===== src/rtl/chunked_adder.sv =====
// chunked_adder: multi-cycle adder/subtractor that sums CHUNK bits per clock.
// Operands are captured on the input handshake. Each RUN cycle then adds one
// chunk and keeps the inter-chunk carry in a register, which keeps the carry
// chain CHUNK bits long. The finished result is published on the output
// registers and held there until the next operation completes.
module chunked_adder #(
    parameter int WIDTH = 16,
    parameter int CHUNK = 4
) (
    input  logic             clk,
    input  logic             reset_n,
    input  logic             in_valid,
    output logic             in_ready,
    input  logic [WIDTH-1:0] a,
    input  logic [WIDTH-1:0] b,
    input  logic             carry,
    input  logic             sub,
    output logic             out_valid,
    input  logic             out_ready,
    output logic [WIDTH-1:0] out_sum,
    output logic             out_carry,
    output logic             out_overflow
);

    localparam int N     = WIDTH / CHUNK;
    localparam int IDX_W = (N > 1) ? $clog2(N) : 1;
    localparam logic [IDX_W-1:0] LAST_IDX = IDX_W'(N - 1);

    typedef enum logic [1:0] {
        IDLE,
        RUN,
        DONE
    } state_t;

    state_t state;
    state_t state_next;

    // Operands as captured at accept time. b is stored already inverted for
    // subtraction, so the datapath only ever adds.
    logic [WIDTH-1:0] a_reg;
    logic [WIDTH-1:0] b_reg;
    logic             carry_reg;
    logic [IDX_W-1:0] idx;
    logic [WIDTH-1:0] work_reg;

    // Combinational view of the chunk being processed this cycle.
    int               base;
    logic [CHUNK-1:0] a_chunk;
    logic [CHUNK-1:0] b_chunk;
    logic [CHUNK:0]   chunk_sum;
    logic [WIDTH-1:0] work_next;
    logic             ovf_next;

    // State register; reset is sampled on the clock edge.
    // NOTE: clocked state uses non-blocking (<=) so every flop samples the
    // pre-edge values and the update order inside the block does not matter.
    always_ff @(posedge clk) begin
        if (!reset_n) begin
            state <= IDLE;
        end else begin
            state <= state_next;
        end
    end

    // Next-state and handshake outputs.
    // NOTE: every signal driven here gets a default first, so no path can
    // leave it unassigned and infer a latch.
    always_comb begin
        state_next = state;
        in_ready   = 1'b0;
        out_valid  = 1'b0;
        case (state)
            IDLE: begin
                in_ready = 1'b1;
                if (in_valid) begin
                    state_next = RUN;
                end
            end
            RUN: begin
                if (idx == LAST_IDX) begin
                    state_next = DONE;
                end
            end
            DONE: begin
                out_valid = 1'b1;
                if (out_ready) begin
                    state_next = IDLE;
                end
            end
            default: begin
                state_next = IDLE;
            end
        endcase
    end

    // One chunk of the sum, plus the working value with that chunk merged in.
    // The overflow term is taken from the merged value, so on the last chunk
    // it sees the final MSB.
    always_comb begin
        base      = int'(idx) * CHUNK;
        a_chunk   = a_reg[base +: CHUNK];
        b_chunk   = b_reg[base +: CHUNK];
        chunk_sum = {1'b0, a_chunk} + {1'b0, b_chunk} + {{CHUNK{1'b0}}, carry_reg};
        work_next = work_reg;
        work_next[base +: CHUNK] = chunk_sum[CHUNK-1:0];
        ovf_next  = (a_reg[WIDTH-1] == b_reg[WIDTH-1]) &&
                    (work_next[WIDTH-1] != a_reg[WIDTH-1]);
    end

    // Datapath: capture on accept, accumulate during RUN, and publish the
    // result only on the last chunk so partial sums never reach the outputs.
    always_ff @(posedge clk) begin
        if (!reset_n) begin
            a_reg        <= '0;
            b_reg        <= '0;
            carry_reg    <= 1'b0;
            idx          <= '0;
            work_reg     <= '0;
            out_sum      <= '0;
            out_carry    <= 1'b0;
            out_overflow <= 1'b0;
        end else begin
            case (state)
                IDLE: begin
                    if (in_valid) begin
                        a_reg     <= a;
                        b_reg     <= sub ? ~b : b;
                        carry_reg <= sub ? 1'b1 : carry;
                        idx       <= '0;
                    end
                end
                RUN: begin
                    work_reg  <= work_next;
                    carry_reg <= chunk_sum[CHUNK];
                    idx       <= idx + IDX_W'(1);
                    if (idx == LAST_IDX) begin
                        out_sum      <= work_next;
                        out_carry    <= chunk_sum[CHUNK];
                        out_overflow <= ovf_next;
                    end
                end
                default: begin
                end
            endcase
        end
    end

endmodule


===== config.mk =====
export PLATFORM = sky130hd
export DESIGN_NAME = chunked_adder
export DESIGN_NICKNAME = d
export VERILOG_FILES = /design/src/rtl/chunked_adder.sv
export SDC_FILE = /design/constraint.sdc
export NUM_CORES = 1
export LEC_CHECK = 0
export CAP_MARGIN = 20
export CORE_MARGIN = 3
export CORE_UTILIZATION = 54
export CTS_BUF_LIST = sky130_fd_sc_hd__clkbuf_4 sky130_fd_sc_hd__clkbuf_8
export CTS_CLUSTER_DIAMETER = 60
export DETAILED_ROUTE_END_ITERATION = 8
export GPL_TIMING_DRIVEN = 0
export PLACE_DENSITY_LB_ADDON = 0.08
export SLEW_MARGIN = 30
export SYNTH_ARGS = -nofsm -noshare
export SYNTH_HDL_FRONTEND = slang
export SYNTH_SLANG_ARGS = --single-unit

===== constraint.sdc =====
create_clock -name clk -period 3.95 [get_ports clk]
set_clock_uncertainty 0.05 [all_clocks]
set_input_delay 0.5925 -clock clk [delete_from_list [all_inputs] [get_ports clk]]
set_output_delay 0.5925 -clock clk [all_outputs]
set_load 0.05 [all_outputs]

==> metrics.txt <==
outcome=finished, final reports clean; antenna cell count=0; share of cells above drive strength 1=a little under a tenth; number of synthesized flops with an enable pin=0; Switching Fraction=between 20 and 30%; post-synthesis mux area share=under 10%; Int Power=1.31 mW; pin slew with the least headroom to its limit=593 ps; Netlist cell types=39; slowest CP cell=mux4_2; Critical Path Start Type=register; GRT Total Usage=23.7%; wirelength, routed=7820 µm; Reg area=1420 µm²; cell mode on critical path=fa_1; DP HPWL=between 5000 and 6000 µm; gr ovfl total=0; dominant synthesized flop cell=dfxtp_1; setup tns final=0 ps; largest net degree at the start of global routing=13; Setup violations, final=0; # IOs=58; Area contributors post-synth=dfxtp_1 44%, a211oi_1 7.4%, a21oi_1 6.0%; CTS clk-pin slew, worst paths=80 ps; CTS-repair resized insts=0; CTS tree=yes; main combinational cell family by area after synthesis=compound AO/OA/AOI/OAI gates; Starting Density=a little under three fifths; worst r2r dst=work_reg[9]; commonest non-fill, non-tap cell in the layout=dfxtp_1; H-tree Lvls=3; simple-gate share of the synthesized area=17.9%; net switching power=~450 µW; # clock sinks=71; WP data arrival=roughly 3400 ps; crit path buf inv count=2; most frequent cells in the layout=71 x dfxtp_1, 55 x clkdlybuf4s50_1, 52 x nor2_1; origin of the worst min-delay path=a_reg[13]; Synth Area in Adders=about 4.7%; synthesized area=3250 µm²; Relative slew margins=between 60% and 70%; WP data required=4170 ps; setup bufs post-CTS=0; first-pass GRT wire length=roughly 13000 µm; largest area contributor in the netlist=dfxtp_1; drt pass-1 iters=4; worst skew pair latency=approximately 350 ps; Hold-fix buffers, CTS=0; Layout area overhead=27.2%; die area=6990 µm²; fill count=approximately 450; clock network power share=between 40% and 50%; Worst Hold End=a_reg[13]; Die X=about 84 µm; XOR/XNOR Fraction of Synth Area=4.84%; worst reg-to-reg setup slack=820 ps; Slew Limit Fails=0; Flop pwr share=a little over two fifths; Vias=around 2900; Die H=around 84 µm; reg2reg path depth=8; Crit path largest cell delay=between 500 and 600 ps; Final WS setup=around 800 ps; maximum buffer depth of the clock tree=2; max cap viols=0; Async SR Flop Fraction=0%; combinational share of power=about 16%; nets=between 400 and 500; initial antenna violation count=0; maximum vdd drop=~0.00025 V; Crit. path cell count=8; syn avg cell area=between 8 and 9 µm²; CP top delay family=adder cells; FP Rows=27; Seq cells post-synth=71; worst path cell trace=buf_2, mux4_2, fa_1, inv_1, fa_1, o22ai_1, nor2_1, a211oi_1; multi-input logic area=between 1500 and 2000 µm²; unrepaired setup endpoints after global routing=false; sequential-to-total area share from yosys stat=approximately 44%; fmax=~320 MHz; Crit Path Max Fanout=10; Post-Syn Nets=420; pre-CTS setup slack=approximately 820 ps; cell area power density=427 nW/µm²; P_leak=~1.5 nW; Critical Path Sink Type=register; cell count after synthesis=between 300 and 400; Root Buffer=clkbuf_8; via/cell ratio=~5.6; CTS Buf Count=9; fin crit share=about four fifths; Routed Antenna Nets=0; Tmin final=3130 ps; # DRC=0; Yosys warning total=0; Core Region=5680 µm²; compound-gate portion of the synthesized area=between 10% and 20%; drt initial violations=165; critical path class=reg -> reg; Fin. Hold Viols=0; PortBufs=55; GP Congestion=just over 0.9; vias in the first global route=2723; class of the worst hold path=reg -> reg; Critical R2R Launch=idx[0]; Synth top area share=between 40% and 50%; hold path depth=2; mean routed wirelength per cell=15.2 µm
-- power by group through the flow --
stage	clock network, mW	logic (mW)	registers [mW]
global route	0.750	0.304	0.782
global placement	0	0.269	0.792
CTS	0.715	0.277	0.777
detailed placement	0	0.274	0.793
floorplan	0	0.183	0.788
finish	0.712	0.277	0.778
-- how the worst max path moves through the flow --
stage,startpoint,endpoint
finish,idx[0],work_reg[9]
global route,idx[0],work_reg[9]
CTS,idx[0],work_reg[10]
detailed placement,idx[0],work_reg[9]
global placement,idx[0],work_reg[9]
floorplan,idx[0],out_overflow
-- Yosys cell counts, types with 3 or more instances --
library cell   n
xnor2_1       18
buf_2         11
nor2b_1       13
nor3_1         8
a211oi_1      32
o21ai_0        8
clkbuf_1      12
nand2b_1       3
nand3_1        3
o22ai_1        3
nor2_1        52
dfxtp_1       71
a21oi_1       39
mux4_2         7
ha_1           9
inv_1         11
nand2_1       43
-- logic make-up (layout without fill, tap and decap cells) --
logic type | Yosys count | count (layout)
and+or+nand+nor | 130 | 130
AOI/OAI and AO/OA | 93 | 93
DFF | 71 | 71
buffers and inverters | 39 | 110
xor gates and xnor gates | 18 | 18
adders and majority gates | 11 | 11
muxes | 9 | 9
-- worst min-delay path, delay by kind of cell (launching register included) --
kind / cells / cell delay, ps
AO/OA/AOI/OAI: 1 / 50
flip-flops: 1 / 310
AND/OR/NAND/NOR: 1 / 50
-- metrics by stage --
| step | area, µm² | instances | hold WS, ps | total power [mW] | util [%] |
|---|---|---|---|---|---|
| floorplan | 3250 | 371 | 383 | 0.971 | - |
| CTS | 4140 | 514 | 407 | 1.77 | 72.9 |
| global placement | 3890 | 498 | 390 | 1.06 | 68.6 |
| global route | 4140 | 514 | 428 | 1.84 | 72.9 |
| detailed placement | 3890 | 498 | 398 | 1.07 | 68.6 |
| finish | 4140 | 514 | 408 | 1.77 | 72.9 |
-- routing by layer --
layer / global-route usage, % / part of all wire [%] / up-vias
li1: - / - / 1411
met1: 29.0 / 42 / 1341
met2: 39.3 / 50 / 97
met3: 5.53 / 6.2 / 15
met4: 10.8 / 2.2 / 0
met5: 0 / 0 / -
-- layout make-up --
cell class                 instances  share of cell area [%]
multi-input combinational        261                    40.3
buffer                            26                    2.78
clock inverter                     6                    2.60
timing repair buffer              55                    13.3
inverter                          13                    1.18
clock buffer                      10                    3.32
sequential                        71                    34.3
tap                               72                    2.18
No activity file was read; power rests on OpenSTA's default activity.
